File: src/rtl/airlock_pkg.sv
// Shared airlock definitions: chamber state encoding, pressure targets and the
// workflow FSM's pressure windows, plus the saturating pressure step helpers.
package airlock_pkg;

    typedef enum logic [1:0] {
        ST_IDLE  = 2'b00,
        ST_FILL  = 2'b01,
        ST_DRAIN = 2'b10,
        ST_PAUSE = 2'b11
    } chamber_state_t;

    localparam logic [7:0] HIGH_TARGET_DEF = 8'd100;
    localparam logic [7:0] LOW_TARGET_DEF  = 8'd0;

    // Workflow FSM thresholds: low means < 10, high window is 91..109.
    localparam logic [7:0] FSM_LOW_THRESH = 8'd10;
    localparam logic [7:0] FSM_HIGH_LO    = 8'd90;
    localparam logic [7:0] FSM_HIGH_HI    = 8'd110;

    function automatic logic [7:0] fill_step(input logic [7:0] p, input logic [7:0] step,
                                             input logic [7:0] high);
        logic [8:0] sum;
        sum = {1'b0, p} + {1'b0, step};
        if (sum >= {1'b0, high}) begin
            return high;
        end else begin
            return sum[7:0];
        end
    endfunction

    function automatic logic [7:0] drain_step(input logic [7:0] p, input logic [7:0] step,
                                              input logic [7:0] low);
        logic [8:0] floor_s;
        floor_s = {1'b0, low} + {1'b0, step};
        if ({1'b0, p} < floor_s) begin
            return low;
        end else begin
            return p - step;
        end
    endfunction

    function automatic logic in_high_window(input logic [7:0] p);
        return (p > FSM_HIGH_LO) && (p < FSM_HIGH_HI);
    endfunction

    function automatic logic in_low_window(input logic [7:0] p);
        return (p < FSM_LOW_THRESH);
    endfunction

endpackage

File: src/rtl/pressure_chamber_tick_prescaler.sv
// Free-running divider that emits a one-cycle tick every TICK_DIV enabled cycles;
// clear has priority and restarts the count at zero.
module tick_prescaler #(
    parameter int TICK_DIV = 16
) (
    input  logic clock,
    input  logic reset,
    input  logic clear,
    input  logic enable,
    output logic tick
);

    localparam int W = $clog2(TICK_DIV);
    localparam logic [W-1:0] TERM = W'(TICK_DIV - 1);

    logic [W-1:0] r_count;

    // Divider counter, wrapping at terminal count.
    always_ff @(posedge clock or negedge reset) begin
        if (!reset) begin
            r_count <= '0;
        end else if (clear) begin
            r_count <= '0;
        end else if (enable) begin
            r_count <= (r_count == TERM) ? '0 : r_count + W'(1);
        end else begin
            r_count <= r_count;
        end
    end

    assign tick = enable & ~clear & (r_count == TERM);

endmodule

File: src/rtl/pressure_chamber.sv
// Airlock chamber pump controller: ramps the chamber pressure toward the fill or
// drain target at the prescaler rate, pausing on open doors and stopping on conflict.
module pressure_chamber
    import airlock_pkg::*;
#(
    parameter int         TICK_DIV       = 16,
    parameter logic [7:0] STEP           = 8'd1,
    parameter logic [7:0] HIGH_TARGET    = HIGH_TARGET_DEF,
    parameter logic [7:0] LOW_TARGET     = LOW_TARGET_DEF,
    parameter logic [7:0] RESET_PRESSURE = 8'd100
) (
    input  logic       clock,
    input  logic       reset,
    input  logic       startPressurizing,
    input  logic       startDepressurizing,
    input  logic       odClosed,
    input  logic       idClosed,
    output logic [7:0] pressure,
    output logic       filling,
    output logic       draining,
    output logic       doorHold,
    output logic       cmdConflict
);

    chamber_state_t r_state;
    chamber_state_t w_state_next;
    logic           r_dir;
    logic           w_dir_next;
    logic [7:0]     r_pressure;
    logic [7:0]     w_pressure_next;
    logic           r_door_hold;
    logic           w_door_hold_next;
    logic           r_conflict;

    logic       w_conflict;
    logic       w_doors_ok;
    logic       w_run_cmd;
    logic       w_tick;
    logic       w_clear;
    logic       w_enable;
    logic [7:0] w_step_p;
    logic [7:0] w_target;

    assign w_conflict = startPressurizing & startDepressurizing;
    assign w_doors_ok = odClosed & idClosed;
    // r_dir remembers which command owns the ramp so PAUSE can resume the right way.
    assign w_run_cmd  = r_dir ? startPressurizing : startDepressurizing;
    assign w_enable   = (r_state == ST_FILL) | (r_state == ST_DRAIN);
    assign w_clear    = ~w_enable;
    assign w_step_p   = (r_state == ST_FILL) ? fill_step(r_pressure, STEP, HIGH_TARGET)
                                             : drain_step(r_pressure, STEP, LOW_TARGET);
    assign w_target   = (r_state == ST_FILL) ? HIGH_TARGET : LOW_TARGET;

    tick_prescaler #(
        .TICK_DIV (TICK_DIV)
    ) u_prescaler (
        .clock  (clock),
        .reset  (reset),
        .clear  (w_clear),
        .enable (w_enable),
        .tick   (w_tick)
    );

    // State and ramp direction registers.
    always_ff @(posedge clock or negedge reset) begin
        if (!reset) begin
            r_state <= ST_IDLE;
            r_dir   <= 1'b0;
        end else begin
            r_state <= w_state_next;
            r_dir   <= w_dir_next;
        end
    end

    // Next-state, next-pressure and door-hold decision.
    always_comb begin
        w_state_next     = r_state;
        w_dir_next       = r_dir;
        w_pressure_next  = r_pressure;
        w_door_hold_next = 1'b0;
        case (r_state)
            ST_IDLE: begin
                if (!w_conflict && w_doors_ok && startPressurizing && (r_pressure < HIGH_TARGET)) begin
                    w_state_next = ST_FILL;
                    w_dir_next   = 1'b1;
                end else if (!w_conflict && w_doors_ok && startDepressurizing &&
                             (r_pressure > LOW_TARGET)) begin
                    w_state_next = ST_DRAIN;
                    w_dir_next   = 1'b0;
                end else if (!w_conflict && !w_doors_ok &&
                             (startPressurizing || startDepressurizing)) begin
                    w_door_hold_next = 1'b1;
                end else begin
                    w_state_next = ST_IDLE;
                end
            end
            ST_FILL, ST_DRAIN: begin
                if (w_conflict || !w_run_cmd) begin
                    w_state_next = ST_IDLE;
                end else if (!w_doors_ok) begin
                    w_state_next     = ST_PAUSE;
                    w_door_hold_next = 1'b1;
                end else if (w_tick) begin
                    w_pressure_next = w_step_p;
                    if (w_step_p == w_target) begin
                        w_state_next = ST_IDLE;
                    end else begin
                        w_state_next = r_state;
                    end
                end else begin
                    w_state_next = r_state;
                end
            end
            ST_PAUSE: begin
                if (w_conflict || !w_run_cmd) begin
                    w_state_next = ST_IDLE;
                end else if (w_doors_ok) begin
                    w_state_next = r_dir ? ST_FILL : ST_DRAIN;
                end else begin
                    w_door_hold_next = 1'b1;
                end
            end
            default: begin
                w_state_next = ST_IDLE;
            end
        endcase
    end

    // Pressure and registered status flags.
    always_ff @(posedge clock or negedge reset) begin
        if (!reset) begin
            r_pressure  <= RESET_PRESSURE;
            r_door_hold <= 1'b0;
            r_conflict  <= 1'b0;
        end else begin
            r_pressure  <= w_pressure_next;
            r_door_hold <= w_door_hold_next;
            r_conflict  <= w_conflict;
        end
    end

    // Mode outputs decoded from the state register.
    always_comb begin
        filling  = (r_state == ST_FILL);
        draining = (r_state == ST_DRAIN);
    end

    assign pressure    = r_pressure;
    assign doorHold    = r_door_hold;
    assign cmdConflict = r_conflict;

endmodule
File: config.mk
export PLATFORM = sky130hd
export DESIGN_NAME = pressure_chamber
export DESIGN_NICKNAME = d
export VERILOG_FILES = /design/src/rtl/airlock_pkg.sv /design/src/rtl/pressure_chamber_tick_prescaler.sv /design/src/rtl/pressure_chamber.sv
export SDC_FILE = /design/constraint.sdc
export NUM_CORES = 1
export LEC_CHECK = 0
export ABC_AREA = 1
export BUFFER_PORTS_ARGS = -buffer_cell sky130_fd_sc_hd__buf_2
export CAP_MARGIN = 10
export CORE_MARGIN = 5
export CORE_UTILIZATION = 62
export DETAILED_ROUTE_END_ITERATION = 10
export MAX_ROUTING_LAYER = met4
export PLACE_DENSITY_LB_ADDON = 0.05
export SYNTH_ARGS = -nofsm -noshare
export SYNTH_HDL_FRONTEND = slang
export SYNTH_HIERARCHICAL = 1
export SYNTH_SLANG_ARGS = --single-unit
File: constraint.sdc
create_clock -name clock -period 4.5 [get_ports clock]
set_input_delay 0.45 -clock clock [delete_from_list [all_inputs] [get_ports clock]]
set_output_delay 0.45 -clock clock [all_outputs]
set_load 0.05 [all_outputs]
* Word level (Yosys, flattened, before mapping)
Index checks and enable logic that the tools add are counted.
** Word-level totals
- Output and inout port bits :: 12
- Input bits :: 6
- Register bits after elaboration :: 17
- Word-level logic and storage cells :: 72
** Operators by class
- Equal/unequal tests :: 9
- Bitwise gates (word level) :: 5
- Mux-type cells :: 26
- Add/sub/neg operators :: 3
- Magnitude comparators :: 4
- Reductions and logical operators :: 19
** Operators with widths (count)
- $mux 8 :: 3
- $mux 2 :: 10
- $add 8x1->9 const B :: 1
- $ge 9x7->1 const B :: 1
- $eq 8x7->1 :: 1
- $gt 8x1->1 const B :: 1
- $lt 8x1->1 const B :: 1
- $lt 8x7->1 const B :: 1
- $mux 1 :: 8
- $mux 4 :: 2
- $ne 4x4->1 const B :: 2
- $reduce_and 4->1 :: 2
- $sub 8x1->8 const B :: 1
- $logic_and 1x1->1 :: 7
- $mux 7 :: 1
- $pmux 2 s3 :: 1
- $add 4x1->4 const B :: 1
- $eq 2x2->1 const B :: 2
- $eq 4x4->1 const B :: 1
- $ne 4x3->1 const B :: 1
- $and 1x1->1 :: 3
- $logic_not 1->1 :: 3
- $ne 3x3->1 const B :: 1
- $reduce_or 3->1 :: 1
- 9 further kinds :: 10

* Logic depth before layout (Yosys ltp)
Gate-level depths: netlist of run 1.
- Depth in word-level cells :: 10
- Mapped depth :: 18
- Mapped depth without buffers :: 18

* Hierarchy
The synthesis of run 1 kept the hierarchy.
** By module, submodules not included
- pressure_chamber :: instances 1, cells each 194, area an instance 1291.2 µm²
- tick_prescaler :: instances 1, cells each 28, area an instance 230.2 µm²

* Least setup slack after synthesis of run 1
No wires, ideal clock.
- Path type :: register -> register
- From :: register r_pressure[0], in the netlist pressure[0]
- To :: register r_state[0]
- Stages on the path, launching flop included :: 19
- Setup time :: 117 ps
- Arrival time :: 2079 ps
- Slack :: 2304 ps
- Cells stage by stage :: dfrtp_1 -> ha_1 -> nand2_4 -> nor2_4 -> nand2_2 -> nand2_2 -> nand2_2 -> nor2_4 -> nand2_2 -> nand2_1 -> nand2_1 -> nand2_1 -> nand2_1 -> inv_1 -> nand3_2 -> nand2_2 -> nand2_2 -> nand2_1 -> nand2_1
** Between the ends
- Word-level cells in the longest chain between the ends :: 7
** RTL lines
- start: declaration :: RTL line pressure_chamber.sv:29 : logic [7:0] r_pressure;
- start signal: assignment :: RTL line pressure_chamber.sv:136 : r_pressure <= w_pressure_next;
- $add 8x1->9 :: RTL line airlock_pkg.sv:23 : sum = {1'b0, p} + {1'b0, step};
- $ge 9x7->1 :: RTL line airlock_pkg.sv:24 : if (sum >= {1'b0, high}) begin
- $mux 8 :: RTL line airlock_pkg.sv:24
- $mux 8 :: RTL line pressure_chamber.sv:50 : assign w_step_p = (r_state == ST_FILL) ? fill_step(r_pressure, STEP, HIGH_TARGET)
- $eq 8x7->1 :: RTL line pressure_chamber.sv:105 : if (w_step_p == w_target) begin
- $ne 4x4->1 (no source line)
- $reduce_and 4->1 (no source line)
- end signal: assignment :: RTL line pressure_chamber.sv:70 : r_state <= w_state_next;
- end: declaration :: RTL line pressure_chamber.sv:25 : chamber_state_t r_state;
Parallel ways exist; a longest one is shown, timed or not.
A chain may end at the register's enable or synchronous reset.

* Final worst setup path of run 1
- From :: register r_state[0]
- To :: register r_state[1]
** Between the ends
- Word-level cells in the longest chain between the ends :: 5
** RTL lines
- $eq 2x1->1 or $eq 2x2->1 (tied branches) :: RTL line pressure_chamber.sv:48 : assign w_enable = (r_state == ST_FILL) | (r_state == ST_DRAIN);
- $or 1x1->1 (*) :: RTL line pressure_chamber.sv:48
- net w_enable :: RTL line pressure_chamber.sv:40 : logic w_enable;
- $and 1x1->1 (*) :: RTL line pressure_chamber_tick_prescaler.sv:31 : assign tick = enable & ~clear & (r_count == TERM);
- net w_tick :: RTL line pressure_chamber.sv:38 : logic w_tick;
- $ne 4x3->1 (no source line) (*)
- $reduce_and 4->1 (no source line) (*)
Mark *: on every way through the listed nets, which the timed path passes. The rest lies on a longest branch.

==> results of run 1 <==
path summary, 6_finish.rpt:
kind | depth (start not counted) | to | slack, ps
max in group asynchronous | 1 | pressure[6] | 4120
setup reg to reg | 13 | r_state[1] | 2400
setup / recovery | 13 | r_state[1] | 2400
hold / removal | 1 | u_prescaler/r_count[1] | 70
min in group clock | 3 | cmdConflict | 470
hold reg to reg | 2 | r_dir | 540
synth_stat cells (all sizes together):
library cell	n	area share (%)
buf	2	1.5
nand3b	1	0.49
nor2	31	12
o21a	1	0.49
nor3	2	0.66
a21o	1	0.49
or2	1	0.41
a22o	1	0.58
a32o	1	0.66
nand2	71	20
nor4	1	0.41
a21oi	9	3.0
dfrtp	14	23
xor2	3	1.7
o21ai	15	4.9
nand3	19	7.9
a211oi	1	0.49
ha	8	6.6
dfstp	3	5.2
nand4	5	2.1
inv	32	8.1
routing by layer:
layer / vias up / GRT usage [%]
li1: 749 / -
met1: 653 / 27.3
met2: 37 / 36.5
met3: 8 / 3.05
met4: 0 / 10.8
met5: - / -
worst register-to-register path, cell delays in order (launching register included):
cell	delay, ps
dfrtp_1	420
inv_1	100
ha_1	380
inv_1	150
nor3_1	280
nand2_1	90
inv_1	70
nand3_2	90
nor2_4	90
nand3_2	70
nand2_2	80
nand2_2	50
nand2_1	60
nand2_1	60
layout make-up:
class	count	area (um2)
Timing Repair Buffer	17	85.1
Clock buffer	3	22.5
Inverter	32	123
Tap cell	30	37.5
Clock inverter	1	5.00
Fill cell	205	761
Sequential cell	17	429
Multi-Input combinational cell	171	947
power by group:
group | switching, mW | internal [mW] | leakage [nW]
clock | 0.0477 | 0.0330 | 0.0177
combinational | 0.0270 | 0.00989 | 0.622
sequential | 0.00139 | 0.155 | 0.208
total | 0.0761 | 0.198 | 0.848
cells by family (layout without fill, tap and decap cells):
kind of cell | Yosys count | in the layout | share of synthesized area (%)
XOR/XNOR | 3 | 3 | 1.73
flip-flops | 17 | 17 | 28.2
AND/OR/NAND/NOR | 131 | 131 | 43.3
adder cells (fa/ha/maj) | 8 | 8 | 6.58
buffers and inverters | 34 | 53 | 9.54
AO/OA/AOI/OAI | 29 | 29 | 10.6
placed cells by master (no fill, tap or decap), types with 8 or more instances in the layout:
cell type	count
nand2_1	59
inv_1	28
nor2_1	21
buf_2	17
nand3_1	14
dfrtp_1	14
o21ai_0	12
nand2_2	11
a21oi_1	9
ha_1	8
flip-flops by register name, summed over array words and instances (netlist names):
| register | flops |
|---|---|
| cmdConflict | 1 |
| doorHold | 1 |
| pressure | 8 |
| r_dir | 1 |
| r_state | 2 |
| u_prescaler/r_count | 4 |
through the flow:
stage,utilization [%],cells,total power [mW]
floorplan,-,222,0.185
global route,68.4,271,0.292
CTS,68.4,271,0.280
detailed placement,67.3,267,0.196
global placement,67.3,267,0.195
finish,68.4,271,0.274
==> flow_summary_export.csv, run 1 <==
group,metric,value,unit
critical_path,required,4680,ps
global_routing,grt_pass1_vias,1419,
drt,dr_wl_met2,1.74,mm
critical_path,crit_chain,"inv_1 > ha_1 > inv_1 > nor3_1 > nand2_1 > inv_1 > nand3_2 > nor2_4 > nand3_2 > nand2_2 > nand2_2 > nand2_1 > nand2_1",
global_routing,grt_antenna_before_repair,0,
run,cap_violations,0,
floorplanning,dieArea,0.00354,mm2
critical_path,crit_buf_inv,3,
sta,hold_ws,65.2,ps
sta,clock_skew,2.66,ps
drt,top_layer_used,"met4",
final_layout,finalNetCount,256,
hold_path,min_path_type,"in -> async",
clock_network,cts_buffers,3,
clock_network,clockRootBuffer,"clkbuf_4",
sta,relSlewSlack,74.0,%
yosys,synth_seq_cells,17,
global_routing,grt_pass1_wl,5.95,mm
power,p_per_area,166,mW/mm2
sta,hold_viol,0,
run_status,status,"finished, final reports clean",
sta,tns,0,ps
drt,routed-via-count,1447,
clock_network,insertion_delay,280,ps
critical_path,cp_max_fo,4,
global_routing,grt_overflow,0,
critical_path,critPathCaptureType,"flip-flop",
yosys,synth.avg_cell_area,6.85,um2
global_routing,grt_usage,22.5,%
power,total_leakage_power,0.848,nW
sta,fin_ws,2400,ps
sta,fin_crit_sh,46.7,%
floorplanning,die_y,59.5,um
clock_network,cts.repair_timing.setup_buffer_count,0,
critical_path,cpPeakStageDelay,420,ps
yosys,yosysWarningCount,6,
clock_network,path_clk_slew,100,ps
critical_path,timing.rr.start,"r_state[0]",
critical_path,path_delay_family,"simple AND/OR/NAND/NOR gates",
drt,initialDrtViolationCount,103,
critical_path,critPathLaunch,"r_state[0]",
yosys,synth_seq_area_share,28.2,%
final_layout,n_antenna_cell,0,
drt,routed_wl,3.42,mm
sta,fin_crit,2100,ps
clock_network,cts.sinks,17,
sta,setup_viol,0,
placement,gp_congestion,1.00,
yosys,synth_fp_nets,236,
placement,place_ws,2420,ps
drt,firstDrtPassIters,4,
power,ir_drop,0.000128,V
drt,ant_nets,0,
drt,wl_met3,149,um
placement,io_buffer_count,17,
yosys,synthCells,222,
drt,routed_via_density,5.34,
critical_path,critical_path_class,"reg -> reg",
sta,worst_slew_pin_slew,389,ps
critical_path,startpoint_type,"flip-flop",
yosys,ys_types,29,
critical_path,cpMaxStageDelayCell,"dfrtp_1",
clock_network,htree_levels,1,
clock_network,clockBufferDepth,2,
drt,wl_met1,1.47,mm
final_layout,area_growth,8.39,%
drt,wire_per_inst,12.6,um
floorplanning,die_x,59.5,um
yosys,netlist_area,0.00152,mm2
sta,rsz0062_at_grt,"false",
floorplanning,io_pins,18,
sta,slew_violations,0,
drt,post-route-drc-count,0,
clock_network,cts_tree,"done",
global_routing,grt_max_degree,18,
floorplanning,num_rows,18,
critical_path,arrival,2280,ps
floorplanning,core,0.00241,mm2
final_layout,final_cell_area,0.00165,mm2
sta,clock.fmax,475,MHz
floorplanning,start_util,63.1,%
clock_network,cts-hold-fix-buffers,0,
clock_network,cts_resized,0,
placement,dpl.hpwl,2.78,mm
final_layout,drive_gt1_share,22.8,%
placement,place_area,0.00162,mm2
Note: power is estimated with default switching activity, not from simulation.
==> run 2, diff against run 1 <==
--- a/config.mk
+++ b/config.mk
@@ -5,11 +5,11 @@
 export SDC_FILE = /design/constraint.sdc
 export NUM_CORES = 1
 export LEC_CHECK = 0
-export ABC_AREA = 1
+export ABC_AREA = 0
 export BUFFER_PORTS_ARGS = -buffer_cell sky130_fd_sc_hd__buf_2
 export CAP_MARGIN = 10
 export CORE_MARGIN = 5
-export CORE_UTILIZATION = 62
+export CORE_UTILIZATION = 52
 export DETAILED_ROUTE_END_ITERATION = 10
 export MAX_ROUTING_LAYER = met4
 export PLACE_DENSITY_LB_ADDON = 0.05
==> constraint.sdc (replaced) <==
create_clock -name clock -period 1.7 [get_ports clock]
set_input_delay 0.17 -clock clock [delete_from_list [all_inputs] [get_ports clock]]
set_output_delay 0.17 -clock clock [all_outputs]
set_load 0.05 [all_outputs]
==> run 2 against run 1 <==
Sequential share of layout area down 9.4 points. Non-clock buffer count grew 84. Critical path type unchanged. Critical path depth is 5 lower. Cell count increased by 14%. Clock skew up 16 ps. Global-route usage is 6.5 points higher. Sequential power rose to 3.1 times the previous value. First-iteration DRC count grew 130%. Synthesized cell count shrank 17%. The run now ends with negative setup slack left. Die area increased by 13%. Synthesized area is 2.8% lower. Routed wire length up 120%.
==> flow_summary_export.csv, run 2 <==
group,metric,value,unit
run_status,status,"complete, but fails checks",
run_status,violations,"negative setup slack",
yosys,ys_types,54,
floorplanning,core,0.00273,mm2
sta,worst_slew_pin_slew,495,ps
critical_path,critical_path_class,"reg -> reg",
floorplanning,io_pins,18,
final_layout,n_antenna_cell,0,
power,netSwitchingFraction,44.7,%
sta,fin_ws,-585,ps
sta,relSlewSlack,66.7,%
placement,io_buffer_count,17,
power,p_comb_share,59.7,%
clock_network,cts_buffers,3,
sta,hold_viol,0,
critical_path,critPathCaptureType,"flip-flop",
run,cap_violations,0,
power,internal_power,1.02,mW
placement,place_area,0.00216,mm2
placement,dpl.cell_count,291,
critical_path,timing.rr.end,"r_state[1]",
final_layout,nFillCells,69,
power,clockPowerShare,14.2,%
critical_path,r2r_cells,8,
yosys,ys_async_sr_fraction,100,%
clock_network,clockRootBuffer,"clkbuf_4",
yosys,netlist_area,0.00148,mm2
drt,routed_via_density,7.07,
critical_path,crit_chain,"inv_2 > ha_4 > inv_1 > o2111a_1 > o21a_1 > nor4_2 > a41oi_2 > mux2_4",
yosys,yosysWarningCount,6,
critical_path,reg2reg_setup_slack,-580,ps
placement,gp_congestion,0.967,
critical_path,cpPeakStageDelay,480,ps
yosys,synth_seq_area_share,29.0,%
yosys,netlist.area_leader.share,23.7,%
hold_path,hold_start,"startPressurizing",
drt,wire_per_inst,24.3,um
critical_path,critPathLaunch,"pressure[0]",
placement,dpl.hpwl,3.90,mm
sta,hold_ws,94.9,ps
clock_network,path_clk_slew,140,ps
drt,routed_wl,7.52,mm
critical_path,cp_max_fo,5,
global_routing,grt_max_degree,18,
final_layout,mostFrequentLayoutCells,"buf_4 (71), nand2_1 (16), buf_2 (16)",
drt,initialDrtViolationCount,236,
clock_network,cts.sinks,17,
global_routing,grt_pass1_vias,1989,
critical_path,startpoint_type,"flip-flop",
clock_network,insertion_delay,330,ps
final_layout,largest_reg_flops,8,
critical_path,timing.rr.start,"pressure[0]",
yosys,synth.avg_cell_area,7.99,um2
clock_network,htree_levels,1,
critical_path,cpMaxStageDelayCell,"dfrtp_2",
global_routing,grt_antenna_before_repair,0,
power,ir_drop,0.00107,V
yosys,synth_area_leaders,"dfrtp_1 (24%), ha_1 (6.8%), a21oi_1 (6.4%)",
yosys,synth_fp_nets,199,
final_layout,finalNetCount,294,
sta,clock_skew,18.5,ps
power,p_per_area,706,mW/mm2
power,total_leakage_power,1.11,nW
yosys,synth_seq_cells,17,
hold_path,min_path_type,"in -> reg",
global_routing,grt_usage,28.9,%
power,p_switching,823,uW
drt,routed-via-count,2191,
critical_path,crit_cells,8,
final_layout,fin_cells,310,
sta,fin_crit,2280,ps
sta,fin_crit_sh,134,%
clock_network,cts_tree,"done",
sta,rsz0062_at_grt,"true",
drt,ant_nets,0,
sta,setup_viol,11,
final_layout,drive_gt1_share,59.5,%
placement,place_ws,-536,ps
yosys,synth_flop_cell,"dfrtp_1",
floorplanning,die_y,63.3,um
critical_path,critPathCapture,"r_state[1]",
floorplanning,num_rows,19,
final_layout,final_cell_area,0.00261,mm2
drt,firstDrtPassIters,6,
final_layout,final_common_cell,"buf_4",
critical_path,crit_buf_inv,2,
critical_path,path_delay_family,"compound AO/OA/AOI/OAI gates",
floorplanning,die_x,63.3,um
yosys,synth_commonest_cells,"a21oi_1 (19), nand2_1 (19), nor2_1 (18)",
drt,post-route-drc-count,0,
critical_path,arrival,2490,ps
yosys,synthCells,185,
floorplanning,start_util,54.1,%
yosys,synth-edff-count,0,
sta,slew_violations,0,
floorplanning,dieArea,0.00401,mm2
clock_network,clockBufferDepth,2,
sta,tns,-4640,ps
final_layout,area_growth,76.2,%
sta,clock.fmax,438,MHz
global_routing,grt_pass1_wl,9.16,mm
critical_path,required,1900,ps
power,power,1.84,mW
yosys,yosys.area.top_type,"dfrtp_1",
final_layout,fin_util,95.3,%
power,seqPwrFrac,26.1,%
global_routing,grt_overflow,0,
run 2: cell type report:
type / instances / area (um2) / share of cell area [%]
Sequential cell: 17 / 434 / 16.7
Clock buffer: 3 / 22.5 / 0.864
Tap cell: 31 / 38.8 / 1.49
Inverter: 12 / 47.5 / 1.82
Timing Repair Buffer: 101 / 769 / 29.5
Clock inverter: 1 / 7.51 / 0.288
Multi-Input combinational cell: 145 / 1290 / 49.4
run 2: worst min path at each step:
stage | endpoint | depth (start not counted)
6_report | cmdConflict | 2
5_1_grt | cmdConflict | 2
4_1_cts | cmdConflict | 2
3_5_place_dp | pressure[1] | 1
3_3_place_gp | pressure[7] | 1
2_1_floorplan | cmdConflict | 0
run 2: timing repair:
action,CTS,global route
endpoints found under the setup margin,11,12
pin swaps,11,23
hold buffers,1,0
hold endpoints to repair,14,0
buffers inserted,6,8
gates resized for setup,25,36
run 2: layer usage:
layer	vias up	track usage, %	part of all wire [%]	wire length [um]
li1	872	-	-	-
met1	1016	32.3	33	2470
met2	210	48.6	49	3660
met3	93	3.02	9.6	723
met4	0	18.7	9.0	674
met5	-	-	0	0
run 2: power by group through the flow:
| stage | logic (mW) | registers [mW] | clock network (mW) |
|---|---|---|---|
| final | 1.10 | 0.480 | 0.261 |
| after global routing | 1.15 | 0.489 | 0.284 |
| after CTS | 0.925 | 0.475 | 0.249 |
| after detailed placement | 0.837 | 0.482 | 0 |
| after global placement | 0.807 | 0.481 | 0 |
| after floorplan | 0.485 | 0.510 | 0 |
run 2: logic make-up (layout without fill, tap and decap cells):
logic type,after synthesis,count (layout),synth area share (%)
AND/OR/NAND/NOR,67,67,23.6
AO/OA/AOI/OAI,63,63,29.4
buffers and inverters,23,117,6.60
flip-flops,17,17,29.0
adder cells (fa/ha/maj),8,8,6.77
multiplexers,4,4,2.79
XOR/XNOR,3,3,1.78
